**config.mk**
```make
export PLATFORM = sky130hd
export DESIGN_NAME = multiplier_booth_dp
export DESIGN_NICKNAME = d
export VERILOG_FILES = /design/src/rtl/multiplier_pkg.sv /design/src/rtl/multiplier_booth_dp_booth_step.sv /design/src/rtl/multiplier_booth_dp.sv
export SDC_FILE = /design/constraint.sdc
export NUM_CORES = 1
export LEC_CHECK = 0
export BUFFER_PORTS_ARGS = -buffer_cell sky130_fd_sc_hd__buf_2
export CAP_MARGIN = 40
export CELL_PAD_IN_SITES_DETAIL_PLACEMENT = 1
export CELL_PAD_IN_SITES_GLOBAL_PLACEMENT = 2
export CORE_MARGIN = 2
export CORE_UTILIZATION = 34
export CTS_BUF_LIST = sky130_fd_sc_hd__clkbuf_8
export CTS_CLUSTER_SIZE = 25
export DETAILED_ROUTE_END_ITERATION = 16
export PLACE_DENSITY = 0.88
export SYNTH_ARGS = -nofsm -noshare
export SYNTH_HDL_FRONTEND = slang
export SYNTH_SLANG_ARGS = --single-unit
```
**constraint.sdc**
```tcl
create_clock -name clk -period 7.1 [get_ports clk]
set_input_delay 1.42 -clock clk [delete_from_list [all_inputs] [get_ports clk]]
set_output_delay 1.42 -clock clk [all_outputs]
set_load 0.05 [all_outputs]
```
**src/rtl/multiplier_pkg.sv**
```systemverilog
// Shared constants for the sequential Booth multiplier: state encodings and
// default operand/counter widths, used by the datapath and the next-state logic.
package multiplier_pkg;

    localparam int DEF_WIDTH = 64;
    localparam int DEF_CNT_W = 6;

    typedef logic [1:0] state_t;

    localparam state_t INIT    = 2'b00;
    localparam state_t OPERATE = 2'b01;
    localparam state_t DONE    = 2'b11;

    // Encodings other than the three legal states collapse to INIT.
    function automatic state_t legalise_state(input logic [1:0] s);
        case (s)
            INIT, OPERATE, DONE: legalise_state = s;
            default:             legalise_state = INIT;
        endcase
    endfunction

endpackage

```
**src/rtl/multiplier_booth_dp_booth_step.sv**
```systemverilog
// One radix-2 Booth iteration: conditional add/subtract of M into the
// accumulator followed by an arithmetic right shift of {A,Q,q_1}.
module booth_step #(
    parameter int WIDTH = 64
) (
    input  logic [WIDTH:0]   a_i,
    input  logic [WIDTH-1:0] q_i,
    input  logic             q_1_i,
    input  logic [WIDTH-1:0] m_i,
    output logic [WIDTH:0]   a_o,
    output logic [WIDTH-1:0] q_o,
    output logic             q_1_o
);

    logic [WIDTH:0] m_ext;
    logic [WIDTH:0] sum;

    assign m_ext = {m_i[WIDTH-1], m_i};

    always_comb begin
        sum = a_i;
        case ({q_i[0], q_1_i})
            2'b01:   sum = a_i + m_ext;
            2'b10:   sum = a_i - m_ext;
            default: sum = a_i;
        endcase
    end

    assign a_o   = {sum[WIDTH], sum[WIDTH:1]};
    assign q_o   = {sum[0], q_i[WIDTH-1:1]};
    assign q_1_o = q_i[0];

endmodule

```
**src/rtl/multiplier_booth_dp.sv**
```systemverilog
// State register, iteration counter and Booth datapath registers of the
// sequential multiplier; next state comes from the external multiplier_ns.
module multiplier_booth_dp
    import multiplier_pkg::*;
#(
    parameter int WIDTH = DEF_WIDTH,
    parameter int CNT_W = DEF_CNT_W
) (
    input  logic                 clk,
    input  logic                 reset_n,
    input  logic [1:0]           n_state,
    input  logic [WIDTH-1:0]     multiplicand,
    input  logic [WIDTH-1:0]     multiplier,
    output logic [1:0]           state,
    output logic [CNT_W-1:0]     cnt,
    output logic [2*WIDTH-1:0]   result,
    output logic                 op_done
);

    state_t           state_q, state_d;
    logic [CNT_W-1:0] cnt_q, cnt_d;
    logic [WIDTH-1:0] m_q, m_d;
    logic [WIDTH:0]   a_q, a_d;
    logic [WIDTH-1:0] q_q, q_d;
    logic             q_1_q, q_1_d;

    logic [WIDTH:0]   step_a;
    logic [WIDTH-1:0] step_q;
    logic             step_q_1;

    booth_step #(
        .WIDTH (WIDTH)
    ) u_booth_step (
        .a_i   (a_q),
        .q_i   (q_q),
        .q_1_i (q_1_q),
        .m_i   (m_q),
        .a_o   (step_a),
        .q_o   (step_q),
        .q_1_o (step_q_1)
    );

    assign state_d = legalise_state(n_state);

    always_comb begin
        m_d   = m_q;
        a_d   = a_q;
        q_d   = q_q;
        q_1_d = q_1_q;
        cnt_d = cnt_q;
        if (state_d == INIT) begin
            m_d   = '0;
            a_d   = '0;
            q_d   = '0;
            q_1_d = 1'b0;
            cnt_d = '0;
        end else if (state_q == INIT && state_d == OPERATE) begin
            m_d   = multiplicand;
            a_d   = '0;
            q_d   = multiplier;
            q_1_d = 1'b0;
            cnt_d = '0;
        end else if (state_q == OPERATE) begin
            // Counter wraps to zero on the last step, so DONE shows cnt=0.
            a_d   = step_a;
            q_d   = step_q;
            q_1_d = step_q_1;
            cnt_d = cnt_q + CNT_W'(1);
        end
    end

    always_ff @(posedge clk or negedge reset_n) begin
        if (!reset_n) begin
            state_q <= INIT;
            cnt_q   <= '0;
            m_q     <= '0;
            a_q     <= '0;
            q_q     <= '0;
            q_1_q   <= 1'b0;
        end else begin
            state_q <= state_d;
            cnt_q   <= cnt_d;
            m_q     <= m_d;
            a_q     <= a_d;
            q_q     <= q_d;
            q_1_q   <= q_1_d;
        end
    end

    assign state   = state_q;
    assign cnt     = cnt_q;
    assign result  = {a_q[WIDTH-1:0], q_q};
    assign op_done = (state_q == DONE);

endmodule
```
==> results.toml, run 1 <==
[pwr]
ir_drop_uv = 116.0
p_leak_nw = 7.745
powerDensity_nw_per_um2 = 208.2
totalPowerFinal_w = 0.003401

[clocking]
cts_sinks = 201
path_clk_slew_ns = 0.06
postCtsHoldBufs = 0
cts_buffers = 40
cts-resized-gates = 0
cts_setup_buffers = 0
cts_root_buffer = "clkbuf_8"
clockBufferDepth = 3
htree_levels = 2
clk_latency_ns = 0.60
cts_tree = "built"

[floorplan]
coreArea_um2 = 39820
rows = 73
pin_count = 269
die_w_um = 204.9
die_h_um = 204.9
start_util = 0.3446
dieArea_um2 = 41980

[critical_path]
r2r_cells = 21
worstSetupEndpointType = "flip-flop"
cp-startpoint = "m_q[15]"
cp_data_required_time_ns = 7.58
crit_fanout = 8
r2r-start = "m_q[15]"
crit_type = "flip-flop to flip-flop"
cp-start-kind = "flip-flop"
r2r_slack_ns = 1.22
cp_data_arrival_time_ns = 6.36

[sta]
slew_headroom = 0.4005
rsz0062_at_grt = "false"
finalHoldViolations = 0
setup_slack_ns = 1.221
final-setup-viol-count = 0
fin_skew_ns = 0.02702
tightest_slew_ns = 0.8993
fin_tns_setup_ns = 0
period_needed_ns = 5.879
drv_slew = 0
fin_crit_sh = 0.8280
max_freq_ghz = 0.1701

[placed_design]
routabilityCongestion = 0.8845
dp_slack_ns = 1.243
dp_hpwl_um = 35820
io_buffers = 268

[run_status]
status = "finished, final reports clean"

[layout]
area_growth_pct = 19.05
final_common_cell = "nand2_1"
final_cell_mix = "nand2_1 (281), buf_2 (267), dfrtp_1 (201)"
nNetsFinal = 2083
drive_above_1_share = 0.1903

[grt]
grt_max_degree = 93
antenna_found_initial = 2
track_usage = 0.2302
grt_pass1_vias = 13713
grt_overflow = 0
grt_pass1_wl_um = 76410

[worst_hold_path]
holdPathStages = 1
hold_start = "q_1_q"
hp-class = "flip-flop to flip-flop"

[detailed_routing]
vias_per_cell = 5.433
via_count = 13250
ant_nets = 0
route.detailed.drc = 0
initialDrtViolationCount = 553
drt-total-wl_um = 48300
first_pass_iters = 5
post_drt_wl_per_cell_um = 19.80

[yosys]
synth_edf_count = 0
synth_ff_type = "dfrtp_1"
syn_inst = 1663
ys.warnings.count = 0
synth_area_um2 = 13720
synth_cell_type_count = 71
ys_ff_latch = 201
synthesis.nets = 1863
async_flop_share = 1.000
yosysSeqAreaShare = 0.3666
avgSynthCellArea_um2 = 8.251

[job]
drv_cap = 0
power by group:
group,leakage (nW),internal [W],switching (W)
Combinational,4.52,0.000312,0.000604
Sequential,2.76,0.00119,0.0000569
Clock,0.468,0.000681,0.000554
Total,7.74,0.00219,0.00122
worst max-delay path, stage by stage (launching register included):
cell and delay, ns:
dfrtp_1 0.45, or4_1 0.57, nor3_2 0.26, and4_1 0.37, nand2_1 0.12, nor3_2 0.28, nand2_1 0.22, nor4_4 0.47
nor2b_1 0.23, a21oi_1 0.09, xnor2_1 0.16, ha_1 0.39, a21oi_1 0.21, o21ai_0 0.15, a31oi_1 0.28, o21ai_0 0.15
o2111ai_1 0.22, a21oi_1 0.08, o31ai_1 0.37, nor2b_1 0.27, o21ai_2 0.11, mux2_4 0.30
stage by stage:
step                      instance area (um^2)  std cells  hold WS (ns)  utilization
after global routing                     16340       2439        0.5189       0.4102
after floorplan                          13720       1663        0.4661            -
after CTS                                16330       2438        0.5087       0.4101
after global placement                   15460       2364        0.4834       0.3881
final                                    16340       2439        0.5128       0.4102
after detailed placement                 15510       2366        0.4942       0.3895
synth_stat cells, types with 11 or more instances:
library cell,count,share of area
a21o_1,30,0.016
a21oi_1,115,0.042
a22oi_1,35,0.019
a31oi_1,18,0.0082
and2_1,13,0.0059
and3_1,11,0.0050
clkbuf_1,95,0.026
dfrtp_1,201,0.37
ha_1,67,0.061
inv_1,26,0.0071
mux2i_1,66,0.048
nand2_1,281,0.077
nand2b_1,11,0.0050
nand3_1,17,0.0062
nand4_1,20,0.0091
nor2_1,118,0.032
nor3_1,29,0.011
nor4_1,13,0.0059
o21ai_0,182,0.066
o21ai_1,47,0.017
o21bai_1,13,0.0071
o31ai_1,12,0.0066
xnor2_1,90,0.057
xor2_1,33,0.021
final cells by class:
| cell class | count | area (um^2) |
|---|---|---|
| fill | 4947 | 23490 |
| multi-input combinational | 1330 | 8217 |
| sequential | 201 | 5030 |
| timing repair buffer | 284 | 1510 |
| clock buffer | 51 | 701.9 |
| tap | 525 | 656.9 |
| clock inverter | 21 | 120.1 |
| inverter | 26 | 97.59 |
| antenna | 1 | 2.502 |
routing by layer:
metal,wire length [um],share of wire,vias to the layer above,GRT usage
li1,-,-,6345,-
met1,21510,0.45,6497,0.3034
met2,22680,0.47,332,0.3760
met3,2867,0.059,74,0.04884
met4,1225,0.025,2,0.07425
met5,13,0.00027,-,0
state kept, by name (all words and copies together), names as in the netlist:
name / count
q_q: 64
q_1_q: 1
a_q: 64
state: 2
cnt: 6
m_q: 64
cell families after synthesis:
logic type,synth area share
compound gates,0.2277
xor+xnor,0.07851
fa+ha+maj,0.06255
buf+inv,0.03656
flops,0.3666
mux,0.05006
simple gates,0.1781
worst paths after layout:
check,end
min,q_1_q
min in group asynchronous,a_q[5]
max,a_q[63]
max reg2reg,a_q[63]
max in group asynchronous,m_q[48]
min reg2reg,q_1_q
No activity file was read; power rests on OpenSTA's default activity.
==> run 2, diff against run 1 <==
Clock period 7.1 ns to 5.75 ns, I/O delays scaled along.
==> run 2 against run 1 <==
Compared with the run above: die area unchanged; highest routed layer unchanged; clock skew rose by 0.013 ns; wire length down 1.1%; critical endpoint unchanged; fmax rose by 11%; critical path depth stayed put; clock power grew 28%; largest power group is now clock; cell count rose by 0.25%; final area grew 1.1%; combinational power up 24%.
==> results.toml, run 2 (synthesized netlist as in run 1, its figures left out) <==
[floorplan]
dieArea_um2 = 41980
coreArea_um2 = 39820
pin_count = 269
start_util = 0.3446
rows = 73
die_h_um = 204.9
die_w_um = 204.9

[sta]
rsz0062_at_grt = "false"
slew_headroom = 0.4082
holdWs_ns = 0.4346
fin_crit_sh = 0.9230
max_freq_ghz = 0.1884
fin_tns_setup_ns = 0
finalHoldViolations = 0
fin_skew_ns = 0.03961
period_needed_ns = 5.307
tightest_slew_ns = 0.8877
setup_slack_ns = 0.4429
drv_slew = 0
final-setup-viol-count = 0

[layout]
final_common_cell = "nand2_1"
area_growth_pct = 20.32
fillCellCount = 4903
post-route-util = 0.4146
fin_area_um2 = 16510
drive_above_1_share = 0.1996
final_cell_mix = "nand2_1 (281), buf_2 (267), dfrtp_1 (201)"
nNetsFinal = 2092
reg_top3 = "a_q: 64 flops, m_q: 64 flops, q_q: 64 flops"

[clocking]
cts_buffers = 40
clockBufferDepth = 3
cts_root_buffer = "clkbuf_8"
cts_sinks = 201
htree_levels = 2
cts_setup_buffers = 0
cts-resized-gates = 0
path_clk_slew_ns = 0.07
postCtsHoldBufs = 0
cts_tree = "built"
clk_latency_ns = 0.62

[pwr]
pwr-share-seq = 0.363
intPower_w = 0.002756
p_clk_frac = 0.369
ir_drop_uv = 171.2
powerDensity_nw_per_um2 = 258.0
p_sw_w = 0.001503
netSwitchingFraction = 0.3530
power_frac_comb = 0.268
p_leak_nw = 7.802

[grt]
grt_pass1_wl_um = 75840
grt_max_degree = 93
grt_overflow = 0
track_usage = 0.2277
antenna_found_initial = 3
grt_pass1_vias = 13620

[placed_design]
routabilityCongestion = 0.9046
dp_slack_ns = 0.07823
placed_area_um2 = 15610
io_buffers = 268
dp_hpwl_um = 35590

[critical_path]
crit_fanout = 8
worstSetupEndpointType = "flip-flop"
r2r-start = "m_q[15]"
cp-start-kind = "flip-flop"
worstPathCellList = "or4_1, nor3_4, and4_4, nand2_1, nor3_4, nand2_1, nor4_4, nor2b_1, a21oi_1, xnor2_1, ha_2, nand4_1, o31ai_1, a31oi_2, o21ai_0, o2111ai_1, a21oi_1, o31ai_2, nor2b_4, o21ai_2, mux2_4"
crit_path_max_incr_delay_ns = 0.59
rr_endpoint = "a_q[63]"
cpMaxStageDelayCell = "or4_1"
r2r_slack_ns = 0.44
cp_data_required_time_ns = 6.25
r2r_cells = 21
cp_data_arrival_time_ns = 5.80
cp_num_buf_inv = 0
crit_type = "flip-flop to flip-flop"
critPathTopFamily = "simple AND/OR/NAND/NOR gates"

[detailed_routing]
route.detailed.drc = 0
via_count = 13249
post_drt_wl_per_cell_um = 19.54
ant_nets = 0
drt-total-wl_um = 47770
vias_per_cell = 5.419
initialDrtViolationCount = 657
first_pass_iters = 4

[run_status]
status = "finished, final reports clean"

[job]
drv_cap = 0

[worst_hold_path]
hp-class = "primary input to asynchronous set/reset pin"
==> run 2: worst max-delay path by stage <==
stage / end / cells after the start / from
2_1_floorplan: a_q[63] / 22 / m_q[23]
3_3_place_gp: a_q[63] / 21 / m_q[15]
3_5_place_dp: a_q[63] / 21 / m_q[15]
4_1_cts: a_q[63] / 21 / m_q[15]
5_1_grt: a_q[63] / 21 / m_q[15]
6_report: a_q[63] / 21 / m_q[15]
==> run 2: layer usage <==
layer | track usage | part of all wire | up-vias
met2 | 0.3699 | 0.47 | 321
met1 | 0.2970 | 0.44 | 6462
met4 | 0.07580 | 0.030 | 2
li1 | - | - | 6378
met3 | 0.05441 | 0.063 | 86
met5 | 0 | 0.00027 | -
==> run 2: power groups by stage <==
stage | Sequential, W | Clock, W | Combinational [W]
final | 0.00155 | 0.00157 | 0.00114
after global routing | 0.00156 | 0.00170 | 0.00125
after CTS | 0.00155 | 0.00164 | 0.00114
after detailed placement | 0.00157 | 0 | 0.00114
after global placement | 0.00157 | 0 | 0.00111
after floorplan | 0.00168 | 0 | 0.000678
==> run 2: worst reg2reg max path, stage by stage, from the launching register on <==
cell,delay (ns)
dfrtp_1,0.44
or4_1,0.59
nor3_4,0.20
and4_4,0.29
nand2_1,0.12
nor3_4,0.26
nand2_1,0.18
nor4_4,0.29
nor2b_1,0.20
a21oi_1,0.10
xnor2_1,0.16
ha_2,0.41
nand4_1,0.19
o31ai_1,0.32
a31oi_2,0.08
o21ai_0,0.24
o2111ai_1,0.16
a21oi_1,0.21
o31ai_2,0.11
nor2b_4,0.16
o21ai_2,0.16
mux2_4,0.32
==> run 2: layout make-up <==
cell class                      instances  area (um^2)  area share
Antenna cell                            1        2.502   0.0001516
Clock buffer                           54        743.2     0.04502
Clock inverter                         15        106.4    0.006442
Inverter                               26        97.59    0.005911
Multi-Input combinational cell       1330         8263      0.5005
Sequential cell                       201         5030      0.3047
Tap cell                              525        656.9     0.03979
Timing Repair Buffer                  293         1610     0.09754
==> run 2: stage by stage <==
step | cells | total power, W
floorplan | 1663 | 0.002354
global route | 2445 | 0.004508
detailed placement | 2375 | 0.002705
finish | 2445 | 0.004259
global placement | 2371 | 0.002672
CTS | 2444 | 0.004327
==> run 3, diff against run 2 <==
Settings changed: CORE_UTILIZATION 34 to 31, PLACE_DENSITY 0.88 to not set, PLACE_DENSITY_LB_ADDON set to 0.15.
Clock period 5.75 ns to 4.38 ns, I/O delays scaled along.
==> run 3 against run 2 <==
Compared with the run above: the run now ends with setup timing left; wire length up 12%; cell count up 15%; die area up 9.5%; fmax up 14%; core utilization up 2.8 points; flip-flop and latch count unchanged; via count up 8.6%; sequential power up 30%; critical path depth up 1; largest power group unchanged.
==> results.toml, run 3 (synthesized netlist as in run 1, its figures left out) <==
[grt]
track_usage = 0.2289
grt_pass1_vias = 15171
grt_overflow = 0
grt_max_degree = 194
grt_pass1_wl_um = 84460
antenna_found_initial = 6

[sta]
max_freq_ghz = 0.2150
final-setup-viol-count = 17
drv_slew = 0
fin_skew_ns = 0.01886
tightest_slew_ns = 0.8265
rsz0062_at_grt = "true"
finalHoldViolations = 0
holdWs_ns = 0.1051
fin_crit_sh = 1.062
slew_headroom = 0.4470
setup_slack_ns = -0.2718
period_needed_ns = 4.652

[layout]
area_growth_pct = 41.67
finalNonFillerCells = 2807
nNetsFinal = 2387
drive_above_1_share = 0.3490
post-route-util = 0.4425
final_common_cell = "buf_4"
fillCellCount = 5354
final_cell_mix = "buf_4 (301), nand2_1 (274), buf_2 (267)"
reg_top3 = "a_q: 64 flops, m_q: 64 flops, q_q: 64 flops"
n_antenna_cell = 0

[detailed_routing]
drt-total-wl_um = 53620
ant_nets = 0
post_drt_wl_per_cell_um = 19.10
vias_per_cell = 5.124
via_count = 14383
initialDrtViolationCount = 529
first_pass_iters = 4
route.detailed.drc = 0

[placed_design]
io_buffers = 268
routabilityCongestion = 0.8897
dp_slack_ns = -0.6133
dp.cells = 2689
dp_hpwl_um = 39450

[clocking]
path_clk_slew_ns = 0.06
cts_sinks = 201
clk_latency_ns = 0.60
clockBufferDepth = 3
postCtsHoldBufs = 0
htree_levels = 2
cts_buffers = 41
cts_root_buffer = "clkbuf_8"
cts_tree = "built"

[floorplan]
die_w_um = 214.4
pin_count = 269
dieArea_um2 = 45960
coreArea_um2 = 43930
rows = 77
start_util = 0.3123
die_h_um = 214.4

[critical_path]
cpMaxStageDelayCell = "or4_4"
r2r_cells = 22
cp-start-kind = "flip-flop"
crit_path_max_incr_delay_ns = 0.56
r2r_slack_ns = -0.27
critPathTopFamily = "simple AND/OR/NAND/NOR gates"
worstPathCellList = "or4_4, nor3_4, and4_4, nand2_4, nor3_4, nand2_2, nor4_4, nor2b_4, a21oi_2, xnor2_1, ha_1, nand4_1, o31ai_4, a31oi_4, o21ai_2, o2111ai_2, a21oi_2, o31ai_2, buf_4, a21oi_4, o21ai_2, mux2_4"
crit_type = "flip-flop to flip-flop"
cp_num_buf_inv = 1
rr_endpoint = "a_q[63]"
worstSetupEndpointType = "flip-flop"
cp_data_required_time_ns = 4.86
r2r-start = "m_q[20]"
crit_fanout = 4
cp_data_arrival_time_ns = 5.13

[worst_hold_path]
hp-class = "primary input to asynchronous set/reset pin"

[run_status]
status = "finished with violations"
violations = "setup timing"

[pwr]
ir_drop_uv = 200.4
p_leak_nw = 9.509
totalPowerFinal_w = 0.006045
powerDensity_nw_per_um2 = 311.0

[job]
drv_cap = 0
run 3: cell count changes in the layout (fill, tap and decap cells not counted), sizes merged:
cell | previous run | this run
buf | 292 | 586
diode | 1 | 0
clkinv | 3 | 2
clkinvlp | 2 | 0
clkbuf | 55 | 53
inv | 35 | 42
run 3: worst reg2reg max path, cell delays in order, from the launching register on:
cell	delay [ns]
dfrtp_1	0.38
or4_4	0.56
nor3_4	0.21
and4_4	0.28
nand2_4	0.06
nor3_4	0.14
nand2_2	0.12
nor4_4	0.19
nor2b_4	0.21
a21oi_2	0.07
xnor2_1	0.14
ha_1	0.37
nand4_1	0.22
o31ai_4	0.30
a31oi_4	0.07
o21ai_2	0.18
o2111ai_2	0.15
a21oi_2	0.18
o31ai_2	0.09
buf_4	0.15
a21oi_4	0.12
o21ai_2	0.08
mux2_4	0.29
run 3: per-stage QoR:
stage / cell area, um^2 / setup TNS (ns)
2_1_floorplan: 13750 / -0.3065
3_3_place_gp: 17530 / -3.970
3_5_place_dp: 17560 / -5.379
4_1_cts: 18790 / -1.969
5_1_grt: 19440 / -5.845
6_report: 19440 / -1.536
run 3: what timing repair did:
action	in CTS	in global routing
pin swaps	44	52
setup endpoints to repair	23	38
setup buffers	19	29
resized for setup	59	100
run 3: routing by layer:
| metal | part of all wire | vias up | global-route usage |
|---|---|---|---|
| met5 | 0.0012 | - | 0 |
| met4 | 0.025 | 10 | 0.06736 |
| met3 | 0.052 | 87 | 0.04908 |
| met2 | 0.48 | 288 | 0.3854 |
| met1 | 0.45 | 7045 | 0.2948 |
| li1 | - | 6953 | - |
run 3: where the power goes:
part           leakage, nW  switching, W  internal (W)  total, W
clock network        0.481      0.000910       0.00112   0.00203
logic                 6.27       0.00114      0.000859   0.00200
registers             2.76     0.0000777       0.00193   0.00201
run 3: layout make-up:
class	instances	area (um^2)	share of cell area
multi-input combinational	1330	8889	0.4572
tap	592	740.7	0.03810
sequential	201	5030	0.2587
inverter	26	97.59	0.005020
clock buffer	52	715.7	0.03682
clock inverter	19	112.6	0.005793
timing repair buffer	587	3855	0.1983
run 3: worst max-delay path by stage:
stage / startpoint / slack, ns / to / cells past startpoint
after floorplan: m_q[23] / -0.23 / a_q[63] / 22
after global placement: m_q[17] / -0.50 / a_q[63] / 21
after detailed placement: m_q[17] / -0.61 / a_q[63] / 21
after CTS: m_q[14] / -0.41 / a_q[63] / 22
after global routing: m_q[20] / -0.48 / a_q[63] / 22
final: m_q[20] / -0.27 / a_q[63] / 22
